## src/rtl/bcd_pkg.sv

```systemverilog
// ---------------------------------------------------------------------------
// bcd_pkg
// Shared definitions for the sequential binary-to-BCD converter.
//   state_t        : controller states (IDLE / SHIFT / DONE)
//   BCD_DIGITS     : digits presented on the bcd output
//   BCD_ACC_DIGITS : digits held in the internal double-dabble accumulator
//   BCD_SAT        : value shown on bcd when an over-range operand saturates
// ---------------------------------------------------------------------------
package bcd_pkg;

    typedef enum logic [1:0] {
        IDLE  = 2'd0,
        SHIFT = 2'd1,
        DONE  = 2'd2
    } state_t;

    localparam int BCD_DIGITS     = 4;
    localparam int BCD_ACC_DIGITS = 5;

    localparam logic [4*BCD_DIGITS-1:0] BCD_SAT = 16'h9999;

endpackage

```

## src/rtl/bcd_dabble_step.sv

```systemverilog
// ---------------------------------------------------------------------------
// bcd_dabble_step
// Combinational add-3 correction of one double-dabble iteration: every 4-bit
// digit of the accumulator that is 5 or more gets +3. Digits are corrected
// independently; no carry crosses a digit boundary.
// Ports:
//   acc_i : accumulator before correction (BCD_ACC_DIGITS digits)
//   acc_o : accumulator after correction, ready to be shifted left by one
// ---------------------------------------------------------------------------
module bcd_dabble_step
    import bcd_pkg::*;
(
    input  logic [4*BCD_ACC_DIGITS-1:0] acc_i,
    output logic [4*BCD_ACC_DIGITS-1:0] acc_o
);

    always_comb begin
        acc_o = acc_i;
        for (int i = 0; i < BCD_ACC_DIGITS; i++) begin
            if (acc_i[4*i +: 4] >= 4'd5) begin
                acc_o[4*i +: 4] = acc_i[4*i +: 4] + 4'd3;
            end
        end
    end

endmodule

```

## src/rtl/bcd_convert_arbiter.sv

```systemverilog
// ---------------------------------------------------------------------------
// bcd_convert_arbiter
// Shared binary-to-BCD converter with a two-requester round-robin front end.
// One double-dabble step runs per clock; a conversion takes WIDTH+2 cycles
// from grant to the cycle after done.
//
// Handshake: a requester holds its req bit until it sees its grant bit
// (one-cycle pulse, operand captured on that edge). It then waits for its
// done bit (one-cycle pulse) and reads bcd/ovf, which hold until the next
// done. req changes outside IDLE are ignored.
//
// Build option: define BCD_OVF_SAT_EN to saturate over-range operands
// (> 9999) to 16'h9999 with ovf=1. Without it, bcd is the value mod 10000
// and ovf is tied low.
//
// Ports:
//   clk       : rising-edge clock
//   reset     : synchronous, active-high reset
//   req       : per-requester conversion request (level)
//   bin0/bin1 : operands of requester 0 / 1, sampled on the grant edge
//   grant     : one-hot pulse, operand of that requester captured
//   busy      : high whenever the controller is not IDLE
//   done      : one-hot pulse, bcd/ovf valid for that requester
//   bcd       : four BCD digits, thousands in [15:12]
//   ovf       : operand exceeded 9999 (saturation build only)
//   dbg_state : current controller state, for observation
// ---------------------------------------------------------------------------
module bcd_convert_arbiter
    import bcd_pkg::*;
#(
    parameter int WIDTH = 16
) (
    input  logic                    clk,
    input  logic                    reset,
    input  logic [1:0]              req,
    input  logic [WIDTH-1:0]        bin0,
    input  logic [WIDTH-1:0]        bin1,
    output logic [1:0]              grant,
    output logic                    busy,
    output logic [1:0]              done,
    output logic [4*BCD_DIGITS-1:0] bcd,
    output logic                    ovf,
    output state_t                  dbg_state
);

    localparam int ACC_W = 4 * BCD_ACC_DIGITS;
    localparam int BCD_W = 4 * BCD_DIGITS;
    localparam int CNT_W = 5;

    state_t             state_q;
    logic [CNT_W-1:0]   cnt_q;
    logic               last_q;
    logic               winner_q;
    logic [WIDTH-1:0]   op_q;
    logic [ACC_W-1:0]   acc_q;
    logic [1:0]         grant_q;
    logic [1:0]         done_q;
    logic               busy_q;
    logic [BCD_W-1:0]   bcd_q;

    logic               win;
    logic [ACC_W-1:0]   acc_adj;
    logic [ACC_W-1:0]   acc_d;
    logic [WIDTH-1:0]   op_d;
    logic [BCD_W-1:0]   res_bcd;
    logic               unused_acc_msb;

    // Both requesting: the one not served last wins. Otherwise the only
    // requester present wins.
    always_comb begin
        if (req == 2'b11) begin
            win = ~last_q;
        end else begin
            win = req[1];
        end
    end

    bcd_dabble_step u_step (
        .acc_i (acc_q),
        .acc_o (acc_adj)
    );

    // The top accumulator bit is shifted out; it is always zero for operands
    // up to 16 bits, so it is intentionally dropped.
    assign unused_acc_msb = acc_adj[ACC_W-1];
    assign acc_d          = {acc_adj[ACC_W-2:0], op_q[WIDTH-1]};
    assign op_d           = {op_q[WIDTH-2:0], 1'b0};

`ifdef BCD_OVF_SAT_EN
    logic res_ovf;
    logic ovf_q;

    assign res_ovf = (acc_d[ACC_W-1 -: 4] != 4'd0);
    assign res_bcd = res_ovf ? BCD_SAT : acc_d[BCD_W-1:0];
    assign ovf     = ovf_q;
`else
    assign res_bcd = acc_d[BCD_W-1:0];
    assign ovf     = 1'b0;
`endif

    always_ff @(posedge clk) begin
        if (reset) begin
            state_q  <= IDLE;
            cnt_q    <= '0;
            last_q   <= 1'b1;
            winner_q <= 1'b0;
            op_q     <= '0;
            acc_q    <= '0;
            grant_q  <= '0;
            done_q   <= '0;
            busy_q   <= 1'b0;
            bcd_q    <= '0;
`ifdef BCD_OVF_SAT_EN
            ovf_q    <= 1'b0;
`endif
        end else begin
            grant_q <= '0;
            done_q  <= '0;
            case (state_q)
                IDLE: begin
                    if (|req) begin
                        op_q          <= win ? bin1 : bin0;
                        acc_q         <= '0;
                        cnt_q         <= '0;
                        grant_q[win]  <= 1'b1;
                        last_q        <= win;
                        winner_q      <= win;
                        busy_q        <= 1'b1;
                        state_q       <= SHIFT;
                    end
                end
                SHIFT: begin
                    acc_q <= acc_d;
                    op_q  <= op_d;
                    cnt_q <= cnt_q + 1'b1;
                    // This edge performs the WIDTH-th shift; publish the
                    // shifted result directly so done and bcd rise together.
                    if (cnt_q == CNT_W'(WIDTH - 1)) begin
                        bcd_q            <= res_bcd;
`ifdef BCD_OVF_SAT_EN
                        ovf_q            <= res_ovf;
`endif
                        done_q[winner_q] <= 1'b1;
                        state_q          <= DONE;
                    end
                end
                DONE: begin
                    busy_q  <= 1'b0;
                    state_q <= IDLE;
                end
                default: begin
                    busy_q  <= 1'b0;
                    state_q <= IDLE;
                end
            endcase
        end
    end

    assign grant     = grant_q;
    assign done      = done_q;
    assign busy      = busy_q;
    assign bcd       = bcd_q;
    assign dbg_state = state_q;

endmodule

```

## config.mk

```make
export PLATFORM = sky130hd
export DESIGN_NAME = bcd_convert_arbiter
export DESIGN_NICKNAME = d
export VERILOG_FILES = /design/src/rtl/bcd_pkg.sv /design/src/rtl/bcd_dabble_step.sv /design/src/rtl/bcd_convert_arbiter.sv
export SDC_FILE = /design/constraint.sdc
export NUM_CORES = 1
export LEC_CHECK = 0
export ABC_CLOCK_PERIOD_IN_PS = 1500
export CAP_MARGIN = 20
export CORE_MARGIN = 3
export CORE_UTILIZATION = 45
export DETAILED_ROUTE_END_ITERATION = 10
export PLACE_DENSITY = 0.74
export SYNTH_ARGS = -nofsm -noshare
export SYNTH_HDL_FRONTEND = slang
export SYNTH_SLANG_ARGS = --single-unit
export TNS_END_PERCENT = 5
```

## constraint.sdc

```tcl
create_clock -name clk -period 1.5 [get_ports clk]
set_input_delay 0.15 -clock clk [delete_from_list [all_inputs] [get_ports clk]]
set_output_delay 0.15 -clock clk [all_outputs]
set_load 0.02 [all_outputs]
```

==> reports/metrics.yaml <==
rr_endpoint: "bcd[10]$_SDFFE_PP0P_"
antenna_cells: 0
grt_pass1_wl_mm: 12.25
drc: 0
gp_congestion: 0.8452
core-area_um2: 6096
required_ns: 1.74
wl_per_cell_um: 15.63
syn_avg_cell_area_um2: 9.717
crit_chain: "ha_4 > and3_4 > ha_4 > and2_4 > buf_12 > nand2b_4 > inv_6 > a21o_1"
cts.sinks: 62
fin_ws_ns: -0.02437
crit_end: "bcd[10]$_SDFFE_PP0P_"
tns_ns: -0.1117
path_common_cell: "ha_4"
clk_pin_slew_worst_paths_ns: 0.07
cts.path.max_buffers: 2
power_density_nw_per_um2: 948.7
p_comb_frac: 0.116
outcome: "complete, but fails checks"
layout.nets: 429
r2r-start: "cnt_q[0]$_SDFFE_PP0P_"
vias: 2557
grt_overflow_total: 0
num_io_pins: 60
rr_worst_depth: 8
crit_path_start: "cnt_q[0]$_SDFFE_PP0P_"
period_minus_slack_ns: 1.524
numCtsBuffers: 9
clock_tree.root_cell: "clkbuf_8"
ant_nets: 0
finalPower_w: 0.003823
hold_violations: 0
critPathLaunchType: "flip-flop"
clock_latency_ns: 0.35
grt_max_degree: 25
synth-edff-count: 0
hold_path_class: "input port to flip-flop"
grt_pass1_vias: 2603
start_util: 0.4766
drv_slew: 0
yosysMostFrequentCell: "dfxtp_1"
cts_max_level: 3
drive_gt1_frac: 0.2139
post-route-period-util: 1.016
yosys_most_used_dff: "dfxtp_1"
slowest_stage: "dfxtp_2"
vias_per_cell: 5.523
synth.area.top_cells: "dfxtp_1 43%, mux2i_1 6.2%, a22oi_1 4.4%"
fp.dieH_um: 86.35
worst-setup-path-type: "flip-flop to flip-flop"
cap_violations: 0
drt_pass1_iterations: 4
skew_ns: 0.007461
die_x_um: 86.35
finalSetupViolations: 6
ys_ff_latch: 62
seq_area_frac_synth: 0.4272
area_growth_pct: 38.72
max_freq_ghz: 0.6560
antenna_found_initial: 0
synthDistinctLibCells: 48
die_area_um2: 7456
ys_top_cells_by_count: "62 x dfxtp_1, 25 x nor2_1, 18 x mux2i_1, 17 x a22oi_1, 15 x o22ai_1"
synth_async_sr_flop_share: 0
portBuffers: 58
p_sw_w: 0.0009011
drt-initial-drc-count: 165
rsz0062_at_grt: "true"
wirelength_mm: 7.237
p_int_w: 0.002922
clkPwrFrac: 0.427
syn_area_um2: 2905
crit_fanout: 7
yosysWarnings: 0
netlist.top_cell.by_area: "dfxtp_1"
pwr-share-seq: 0.457
syn-num-nets: 345
dp_hpwl_mm: 5.099
rows: 28
critPathCaptureType: "flip-flop"
violations: "setup timing"
fill_cells: 496
irDropWorstVdd_v: 0.0006435
worst-endpoint-arrival_ns: 1.77
r2r_setup_slack_ns: -0.02
cts_tree: "done"
syn_inst: 299
postCtsSetupBuffers: 0
critPathMaxStageDelay_ns: 0.34
grt_usage: 0.2078
yosysTopAreaCellShare: 0.4272
whs_ns: 0.1092
ctsHoldBuffers: 0
p_leak_nw: 1.628
netSwitchingFraction: 0.2357
-- final cells by class --
class / count / area, µm² / area share
multi-input cells: 206 / 1545 / 0.3834
flip-flops and latches: 62 / 1254 / 0.3111
repair buffers: 93 / 875.8 / 0.2173
clock buffers: 12 / 145.1 / 0.03601
well taps: 75 / 93.84 / 0.02328
clock inverters: 4 / 70.07 / 0.01739
inverters: 11 / 46.29 / 0.01149
-- metrics by stage --
step | area [µm²] | setup WS [ns] | util | instances
2_1_floorplan | 2933 | 0.009688 | - | 299
3_3_place_gp | 3757 | -0.1549 | 0.6164 | 447
3_5_place_dp | 3757 | -0.2139 | 0.6164 | 447
4_1_cts | 3989 | -0.03302 | 0.6544 | 463
5_1_grt | 4030 | -0.06116 | 0.6611 | 463
6_report | 4030 | -0.02437 | 0.6611 | 463
-- cells by family (layout without fill, tap and decap cells) --
group,count (synthesis),in the layout,share of synthesized area
AOI/OAI and AO/OA,93,93,0.2313
xor gates and xnor gates,6,6,0.01809
adders and majority gates,10,10,0.04307
buffers and inverters,31,120,0.06416
DFF,62,62,0.4272
muxes,18,18,0.06201
other,1,1,0.001291
and+or+nand+nor,78,78,0.1529
-- sequential cells by signal, indices dropped and copies added (netlist names) --
| signal | count |
|---|---|
| acc_q | 16 |
| dbg_state | 2 |
| done | 2 |
| cnt_q | 5 |
| last_q | 1 |
| bcd | 16 |
| grant | 2 |
| busy | 1 |
| winner_q | 1 |
| op_q | 16 |
-- layer usage --
metal | part of all wire | track usage | vias up
met5 | 0 | 0 | -
li1 | - | - | 1267
met3 | 0.035 | 0.05608 | 12
met2 | 0.46 | 0.3178 | 44
met1 | 0.49 | 0.2794 | 1234
met4 | 0.015 | 0.08074 | 0
-- worst min path at each step --
| stage | from | end | slack, ns | depth (start not counted) |
|---|---|---|---|---|
| 6_report | reset | bcd[14]$_SDFFE_PP0P_ | 0.11 | 2 |
| 2_1_floorplan | bin0[14] | op_q[14]$_SDFFE_PP0P_ | 0.32 | 2 |
| 5_1_grt | reset | bcd[14]$_SDFFE_PP0P_ | 0.13 | 2 |
| 4_1_cts | reset | bcd[14]$_SDFFE_PP0P_ | 0.11 | 2 |
| 3_5_place_dp | winner_q$_SDFFE_PP0P_ | done[0]$_SDFF_PP0_ | 0.43 | 1 |
| 3_3_place_gp | winner_q$_SDFFE_PP0P_ | done[0]$_SDFF_PP0_ | 0.43 | 1 |
-- worst max-delay path, delay by kind of cell, from the launching register on --
kind | cells | cell delay (ns)
AOI/OAI and AO/OA | 1 | 0.15
adders and majority gates | 2 | 0.32
buffers and inverters | 2 | 0.18
DFF | 1 | 0.34
and+or+nand+nor | 3 | 0.44
-- cells in the final DEF (no fill, tap or decap), types with 3 or more instances in the layout --
cell and count:
o22ai_1 15, dfxtp_2 10, xnor2_1 5, a211oi_1 4
o2bb2ai_1 5, nand2_1 6, a211oi_2 4, buf_4 32
nor2_1 23, a22o_1 7, a22oi_1 17, a211o_1 5
clkbuf_8 10, a21o_1 8, buf_12 3, nand2b_1 9
nor3b_1 11, a21oi_1 11, o21ai_0 6, ha_1 6
a32oi_1 4, dfxtp_1 52, clkdlybuf4s50_1 54, nor3_1 8
nand3_1 4, inv_1 10, mux2i_1 16
-- power by group through the flow --
| stage | sequential, W | clock, W | combinational, W |
|---|---|---|---|
| floorplan | 0.00178 | 0 | 0.000236 |
| global placement | 0.00178 | 0 | 0.000433 |
| detailed placement | 0.00178 | 0 | 0.000442 |
| CTS | 0.00175 | 0.00165 | 0.000443 |
| global route | 0.00175 | 0.00173 | 0.000488 |
| finish | 0.00175 | 0.00163 | 0.000444 |
-- timing repair --
item / in CTS / in global routing
gates cloned: 0 / 0
resized for setup: 6 / 18
endpoints found under the setup margin: 11 / 31
endpoints found under the hold margin: 0 / 0
pin swaps: 1 / 9
(Power assumes the default switching activity.)
